$ cat src/rtl/mul_iter_stage.sv
// Iterative 32x32 signed shift-add multiplier, first stage of the MUL pipe.
// Optional MUL_EARLY_TERM_EN: finish as soon as the remaining multiplier is zero.
package mul_iter_pkg;
    localparam int THR_PER_CORE_WIDTH  = 2;
    localparam int ROB_ID_WIDTH        = 4;
    localparam int PC_WIDTH            = 32;
    localparam int REG_FILE_ADDR_WIDTH = 5;
    localparam int REG_FILE_DATA_WIDTH = 32;

    typedef struct packed {
        logic                xcpt_bus_error;
        logic                xcpt_itlb_miss;
        logic [PC_WIDTH-1:0] xcpt_addr_val;
    } fetch_xcpt_t;

    typedef struct packed {
        logic xcpt_illegal_instr;
        logic xcpt_pc_misaligned;
    } decode_xcpt_t;

    typedef struct packed {
        logic xcpt_overflow;
    } mul_xcpt_t;
endpackage

module mul_iter_stage
    import mul_iter_pkg::*;
(
    input  logic                           clock,
    input  logic                           reset,
    input  logic [THR_PER_CORE_WIDTH-1:0]  thread_id_in,
    input  logic                           instr_valid_in,
    input  logic [ROB_ID_WIDTH-1:0]        instr_id_in,
    input  logic [PC_WIDTH-1:0]            program_counter_in,
    input  logic [REG_FILE_ADDR_WIDTH-1:0] dest_reg_in,
    input  logic [REG_FILE_DATA_WIDTH-1:0] src1_data_in,
    input  logic [REG_FILE_DATA_WIDTH-1:0] src2_data_in,
    input  fetch_xcpt_t                    xcpt_fetch_in,
    input  decode_xcpt_t                   xcpt_decode_in,
    input  logic                           flush_mul,
    output logic                           mul_ready,
    output logic [THR_PER_CORE_WIDTH-1:0]  thread_id_out,
    output logic                           instr_valid_out,
    output logic [ROB_ID_WIDTH-1:0]        instr_id_out,
    output logic [PC_WIDTH-1:0]            program_counter_out,
    output logic [REG_FILE_ADDR_WIDTH-1:0] dest_reg_out,
    output logic [REG_FILE_DATA_WIDTH-1:0] data_result_out,
    output fetch_xcpt_t                    xcpt_fetch_out,
    output decode_xcpt_t                   xcpt_decode_out,
    output mul_xcpt_t                      xcpt_mul_out
);
    typedef enum logic [1:0] {IDLE, BUSY, DONE} state_e;

    state_e state_q, state_d;

    logic [THR_PER_CORE_WIDTH-1:0]  thr_q;
    logic [ROB_ID_WIDTH-1:0]        id_q;
    logic [PC_WIDTH-1:0]            pc_q;
    logic [REG_FILE_ADDR_WIDTH-1:0] dst_q;
    fetch_xcpt_t                    fx_q;
    decode_xcpt_t                   dx_q;

    logic [63:0] mcand_q, acc_q;
    logic [31:0] mplier_q;
    logic [4:0]  cnt_q;
    logic        sign_q;

    logic [THR_PER_CORE_WIDTH-1:0]  thr_out_q;
    logic [ROB_ID_WIDTH-1:0]        id_out_q;
    logic [PC_WIDTH-1:0]            pc_out_q;
    logic [REG_FILE_ADDR_WIDTH-1:0] dst_out_q;
    logic [31:0]                    res_q;
    fetch_xcpt_t                    fx_out_q;
    decode_xcpt_t                   dx_out_q;
    logic                           ovf_q;

    logic        accept, up_xcpt, last, step;
    logic [31:0] a_mag, b_mag, mplier_sh;
    logic [63:0] acc_sum, prod;

    assign mul_ready = (state_q == IDLE) || (state_q == DONE);
    assign accept    = instr_valid_in && mul_ready && !flush_mul;
    assign up_xcpt   = xcpt_fetch_in.xcpt_bus_error
                     | xcpt_fetch_in.xcpt_itlb_miss
                     | xcpt_decode_in.xcpt_illegal_instr
                     | xcpt_decode_in.xcpt_pc_misaligned;

    assign a_mag = src1_data_in[31] ? -src1_data_in : src1_data_in;
    assign b_mag = src2_data_in[31] ? -src2_data_in : src2_data_in;

    assign acc_sum   = acc_q + (mplier_q[0] ? mcand_q : 64'd0);
    assign mplier_sh = mplier_q >> 1;
    assign prod      = sign_q ? -acc_sum : acc_sum;
    assign step      = (state_q == BUSY) && !flush_mul;

`ifdef MUL_EARLY_TERM_EN
    assign last = (cnt_q == 5'd31) || (mplier_sh == 32'd0);
`else
    assign last = (cnt_q == 5'd31);
`endif

    always_comb begin
        state_d = state_q;
        if (flush_mul) begin
            state_d = IDLE;
        end else begin
            unique case (state_q)
                BUSY:    state_d = last ? DONE : BUSY;
                default: begin
                    if (accept) state_d = up_xcpt ? DONE : BUSY;
                    else        state_d = IDLE;
                end
            endcase
        end
    end

    always_ff @(posedge clock or negedge reset) begin
        if (!reset) begin
            state_q   <= IDLE;
            thr_q     <= '0;
            id_q      <= '0;
            pc_q      <= '0;
            dst_q     <= '0;
            fx_q      <= '0;
            dx_q      <= '0;
            mcand_q   <= '0;
            acc_q     <= '0;
            mplier_q  <= '0;
            cnt_q     <= '0;
            sign_q    <= 1'b0;
            thr_out_q <= '0;
            id_out_q  <= '0;
            pc_out_q  <= '0;
            dst_out_q <= '0;
            res_q     <= '0;
            fx_out_q  <= '0;
            dx_out_q  <= '0;
            ovf_q     <= 1'b0;
        end else begin
            state_q <= state_d;
            if (accept) begin
                thr_q    <= thread_id_in;
                id_q     <= instr_id_in;
                pc_q     <= program_counter_in;
                dst_q    <= dest_reg_in;
                fx_q     <= xcpt_fetch_in;
                dx_q     <= xcpt_decode_in;
                mcand_q  <= {32'd0, a_mag};
                mplier_q <= b_mag;
                sign_q   <= src1_data_in[31] ^ src2_data_in[31];
                acc_q    <= '0;
                cnt_q    <= '0;
                // Exception requests skip the datapath and publish at once.
                if (up_xcpt) begin
                    thr_out_q <= thread_id_in;
                    id_out_q  <= instr_id_in;
                    pc_out_q  <= program_counter_in;
                    dst_out_q <= dest_reg_in;
                    fx_out_q  <= xcpt_fetch_in;
                    dx_out_q  <= xcpt_decode_in;
                    res_q     <= '0;
                    ovf_q     <= 1'b0;
                end
            end else if (step) begin
                acc_q    <= acc_sum;
                mcand_q  <= mcand_q << 1;
                mplier_q <= mplier_sh;
                cnt_q    <= cnt_q + 5'd1;
                if (last) begin
                    thr_out_q <= thr_q;
                    id_out_q  <= id_q;
                    pc_out_q  <= pc_q;
                    dst_out_q <= dst_q;
                    fx_out_q  <= fx_q;
                    dx_out_q  <= dx_q;
                    res_q     <= prod[31:0];
                    // In range only if bits 63..31 are a pure sign extension.
                    ovf_q     <= !((&prod[63:31]) || !(|prod[63:31]));
                end
            end
        end
    end

    assign instr_valid_out            = (state_q == DONE) && !flush_mul;
    assign thread_id_out              = thr_out_q;
    assign instr_id_out               = id_out_q;
    assign program_counter_out        = pc_out_q;
    assign dest_reg_out               = dst_out_q;
    assign data_result_out            = res_q;
    assign xcpt_fetch_out             = fx_out_q;
    assign xcpt_decode_out            = dx_out_q;
    assign xcpt_mul_out.xcpt_overflow = ovf_q;
endmodule

$ cat config.mk
export PLATFORM = sky130hd
export DESIGN_NAME = mul_iter_stage
export DESIGN_NICKNAME = d
export VERILOG_FILES = /design/src/rtl/mul_iter_stage.sv
export SDC_FILE = /design/constraint.sdc
export NUM_CORES = 1
export LEC_CHECK = 0
export ABC_CLOCK_PERIOD_IN_PS = 8100
export CAP_MARGIN = 10
export CORE_MARGIN = 4
export CORE_UTILIZATION = 57
export DETAILED_ROUTE_END_ITERATION = 8
export PLACE_DENSITY = 0.81
export SLEW_MARGIN = 20
export SYNTH_ARGS = -nofsm -noshare
export SYNTH_HDL_FRONTEND = slang
export SYNTH_SLANG_ARGS = --single-unit
$ cat constraint.sdc
create_clock -name clock -period 8.1 [get_ports clock]
set_clock_uncertainty 0.15 [all_clocks]
set_input_delay 2.43 -clock clock [delete_from_list [all_inputs] [get_ports clock]]
set_output_delay 2.43 -clock clock [all_outputs]
set_load 0.01 [all_outputs]
# == Word-level counts from Yosys, hierarchy flattened ==
# Cells that the tools add are included.
# totals
ff_bits,359
out_inout_bits,114
inputBits,147
word_cells,103
# op_classes
muxes,49
n_addsub,5
n_bitwise,4
reduce_logical,15
eq_ne,4
# ops
operator,count
two-way mux 32 bit,12
two-way mux 64 bit,6
two-way mux 34 bit,4
adder 64 bit,1
negator 32 bit,2
negator 64 bit,1
AND reduction 33 bit,1
OR reduction 33 bit,1
two-way mux 5 bit,6
two-way mux 2 bit,13
two-way mux 4 bit,4
adder 5 x 1 -> 5 bit (second input constant),1
equality test 5 bit (second input constant),1
logical AND 1 bit,4
two-way mux 1 bit,4
nonzero test 2 bit,2
logical NOT 1 bit,3
bitwise OR 1 bit,3
AND reduction 3 bit,1
equality test 2 x 1 -> 1 bit (second input constant),1
equality test 2 bit (second input constant),1
logical NOT 2 bit,1
logical OR 1 bit,2
!= test 2 x 1 -> 1 bit (second input constant),1
XOR 1 bit,1

# == Depth between registers and ports, before layout ==
# depth
ltp_word,11
depth_mapped,22
depth_no_buf,19

# == Worst setup path before layout ==
# Ideal clock, no wire load.
# synth_timing
path_kind,register -> register
from,register mplier_q[0]
to,"register ovf_q, in the netlist xcpt_mul_out"
path_buffers,5
synth_period_minus_slack_ns,6.058
stages_incl_launch_ff,23
slack_ns,2.042
required_time_ns,7.821
setup_ns,0.129
arrival_ns,5.779
path_cell_list,dfrtp_1 clkbuf_1 clkbuf_1 and2_1 ha_1 buf_4 nand2_1 or4_4 o221a_4 o31ai_1 xor2_1 or4_1 or3_1 or2_2 clkbuf_1 or4_4 buf_6 or4b_1 a211oi_1 o21ai_1 nor4_2 a32o_1 a31oi_1
# synth_via
elab_chain_cells,11
# synth_rtl
item,line_no,text
start: declaration,64,logic [31:0] mplier_q;
start signal: assignment,149,mplier_q <= b_mag;
start signal: assignment,167,mplier_q <= mplier_sh;
two-way mux 64 bit *,91,assign acc_sum = acc_q + (mplier_q[0] ? mcand_q : 64'd0);
adder 64 bit *,91,
negator 64 bit,93,assign prod = sign_q ? -acc_sum : acc_sum;
two-way mux 64 bit *,93,
OR reduction 33 bit,178,ovf_q <= !((&prod[63:31]) || !(|prod[63:31]));
logical NOT 1 bit,178,
logical OR 1 bit *,178,
logical NOT 1 bit *,178,
two-way mux 1 bit *,169,if (last) begin
two-way mux 1 bit *,164,end else if (step) begin
two-way mux 1 bit *,141,if (accept) begin
end signal: assignment,178,
end: declaration,75,logic ovf_q;
# Mark *: on every way between the ends. The rest lies on a longest branch, timed or not. The select of a mux whose other input is x is not followed.
# A chain may end at the register's enable or synchronous reset.

# == Final worst setup path ==
# Ends and elaborated chain as after synthesis.

==> flow_summary.yaml <==
pwr:
  p_sw_mw: 1.47
  total_power_mw: 4.97
  p_seq_share_pct: 41.6
  switching_share_pct: 29.5
  ir_drop_uv: 184
  power.clock.fraction_pct: 38.8
  power_density_nw_per_um2: 191
  intPower_mw: 3.51
  power_leakage_nw: 12.0
  combPwrFrac_pct: 19.6
worst_setup_path:
  critPathSlowestCell: "or4_1"
  cp_cell_sequence: "buf_4, and2_1, ha_1, nand4_1, a2111oi_0, buf_4, a21bo_2, o211ai_1, o211ai_1, nand4bb_1, buf_4, or3_1, or4_1, o41ai_1, xor2_1, or4_1, nor2_1, a31oi_1"
  end_kind: "flop"
  crit_path_max_fanout: 52
  max_stage_delay_ns: 0.65
  cpMostUsedCell: "buf_4"
  cp-start-kind: "flop"
  critPathKind: "flop to flop"
  crit_arrival_ns: 7.03
  crit_required_ns: 8.39
timing:
  tightest_slew_ns: 1.08
  finalSetupTns_ns: 0
  grt_setup_unrepaired: "false"
  min_period_over_period_pct: 83.3
  whs_ns: 0.320
  max_slew_margin_pct: 27.3
  finalSetupViolations: 0
  min_period_ns: 6.74
  fmax_mhz: 148
  final-hold-violation-count: 0
  slew_viol_final: 0
detailed_routing:
  vias: 20565
  drt-initial-drc-count: 1941
  viasPerCell: 6.18
  first_pass_iters: 6
  routed_wl_um: 70900
  drcViolationCount: 0
  wl_per_cell_um: 21.3
  drtAntennaViolNets: 0
global_route:
  busiest_layer: "met2"
  grt_pass1_wl_um: 112000
  use_met2_pct: 52.7
  grtUsageMet1_pct: 46.5
  track_usage_pct: 33.7
  antenna_found_initial: 3
  overflow: 0
  grt_pass1_vias: 20375
  use_met3_pct: 8.63
  grt_max_degree: 142
cts:
  cts_resized: 0
  cts_root_buf: "clkbuf_16"
  post_cts_buffers: 0
  htreeDepth: 2
  cts_tree: "built"
  cts-buffers-inserted: 40
  insertion_delay_ns: 0.59
  path_clk_slew_ns: 0.06
  clockBufferDepth: 3
  ctsHoldBuffers: 0
  clock_sinks: 359
floorplan:
  die_h_um: 203
  io_pins: 261
  rows: 71
  die_area_sq_um: 41400
  chipWidth_um: 203
  core_area_sq_um: 37700
  initial_core_util_pct: 57.8
synth:
  synth_cell_types: 86
  synth-seq-cells: 359
  synth_fp_nets: 2832
  synthFlopType: "dfrtp_1"
  synth_top_area_cell: "dfrtp_1"
  yosysWarnings: 0
  synth_cells: 2616
  synth_area_sq_um: 21800
  yosysSeqAreaShare_pct: 41.3
  async_flop_share_pct: 100
  synth.top_cell.area_share_pct: 41.3
  syn_avg_cell_area_sq_um: 8.32
  synth_edf_count: 0
  yosys-top-cells-area: "dfrtp_1 41%, nand2_1 12%, o21ai_0 4.1%"
placement:
  gp_congestion: 0.989
  placed_area_sq_um: 24700
  hpwl_um: 51000
  io_buffers: 260
cells_and_area:
  final_cell_area_sq_um: 26100
  final_common_cell: "nand2_1"
  seq_area_sq_um: 8980
  fin_util_pct: 69.2
  fillers: 2993
  syn2layout_area_growth_pct: 19.8
  drive_above_1_share_pct: 4.44
  layout_common_cells: "716 x nand2_1, 358 x dfrtp_1, 259 x clkdlybuf4s50_1, 178 x o21ai_0, 128 x nor2_1"
  multi_input_area_sq_um: 12100
  nNetsFinal: 3002
status:
  outcome: "complete, no violations"
run:
  max_cap_violations: 0
min_path:
  hold_class: "flop to flop"
[layout make-up]
class                      instances  share of cell area (%)
multi-input combinational       2066                    46.3
clock inverter                    14                   0.825
clock buffer                      57                    4.58
sequential                       359                    34.5
tap                              511                    2.45
antenna                            3                  0.0288
inverter                          36                   0.518
timing repair buffer             283                    10.8
[through the flow]
step / instances / worst slack (ns)
after floorplan: 2616 / 2.04
after global placement: 3255 / 1.47
after detailed placement: 3255 / 1.48
after CTS: 3326 / 1.41
after global routing: 3327 / 0.889
final: 3329 / 1.36
[Yosys cell counts (all sizes together) (31+ instances only)]
master / instances
a22oi: 36
a22o: 79
xnor2: 66
nor2: 131
xor2: 88
a21oi: 110
nand2: 717
a31oi: 35
inv: 35
dfrtp: 359
nand4: 35
ha: 68
or3: 38
nor3: 32
and2: 80
o31ai: 41
clkbuf: 139
nand3: 31
o21ai: 182
[flip-flops by register name (all words and copies together) (netlist names), 4 cells and up]
| name | flops |
|---|---|
| mcand_q | 64 |
| data_result_out | 32 |
| acc_q | 64 |
| program_counter_out | 32 |
| dest_reg_out | 5 |
| dst_q | 5 |
| id_q | 4 |
| instr_id_out | 4 |
| cnt_q | 5 |
| mplier_q | 32 |
| xcpt_fetch_out | 34 |
| fx_q | 34 |
| pc_q | 32 |
[routing by layer]
metal,wire (um),vias to the layer above,share of wire (%)
li1,-,9554,-
met1,29800,9957,42
met2,31900,907,45
met3,6870,147,9.7
met4,2250,0,3.2
met5,0,-,0
[worst paths after layout]
kind | from | to | slack, ns | cells after the start
worst max register to register | mplier_q[0] | xcpt_mul_out | 1.36 | 18
worst min-delay path | pc_q[8] | pc_q[8] | 0.32 | 2
min in group asynchronous | reset | pc_q[25] | 1.68 | 1
worst min register to register | pc_q[8] | pc_q[8] | 0.32 | 2
worst max-delay path | mplier_q[0] | xcpt_mul_out | 1.36 | 18
max in group asynchronous | reset | fx_q[22] | 4.70 | 2
[cell families after synthesis]
group / after synthesis / share of synthesized area (%)
adder cells (fa/ha/maj): 69 / 4.00
multiplexers: 10 / 0.466
buffers and inverters: 191 / 3.39
XOR/XNOR: 154 / 6.20
AO/OA/AOI/OAI: 653 / 20.2
AND/OR/NAND/NOR: 1180 / 24.5
flip-flops: 359 / 41.3
[power groups by stage]
stage	combinational [mW]	clock, mW	sequential, mW
2_1_floorplan	0.490	0	2.10
3_3_place_gp	0.943	0	2.09
3_5_place_dp	0.961	0	2.09
4_1_cts	0.972	1.96	2.06
5_1_grt	1.07	2.02	2.08
6_report	0.977	1.93	2.07
[critical path, delay by kind of cell (launching register included)]
| family | cells | cell delay, ns |
|---|---|---|
| xor+xnor | 1 | 0.15 |
| compound gates | 6 | 2.02 |
| buf+inv | 3 | 0.89 |
| simple gates | 7 | 2.55 |
| flops | 1 | 0.52 |
| fa+ha+maj | 1 | 0.30 |
No activity file was read; power rests on OpenSTA's default activity.
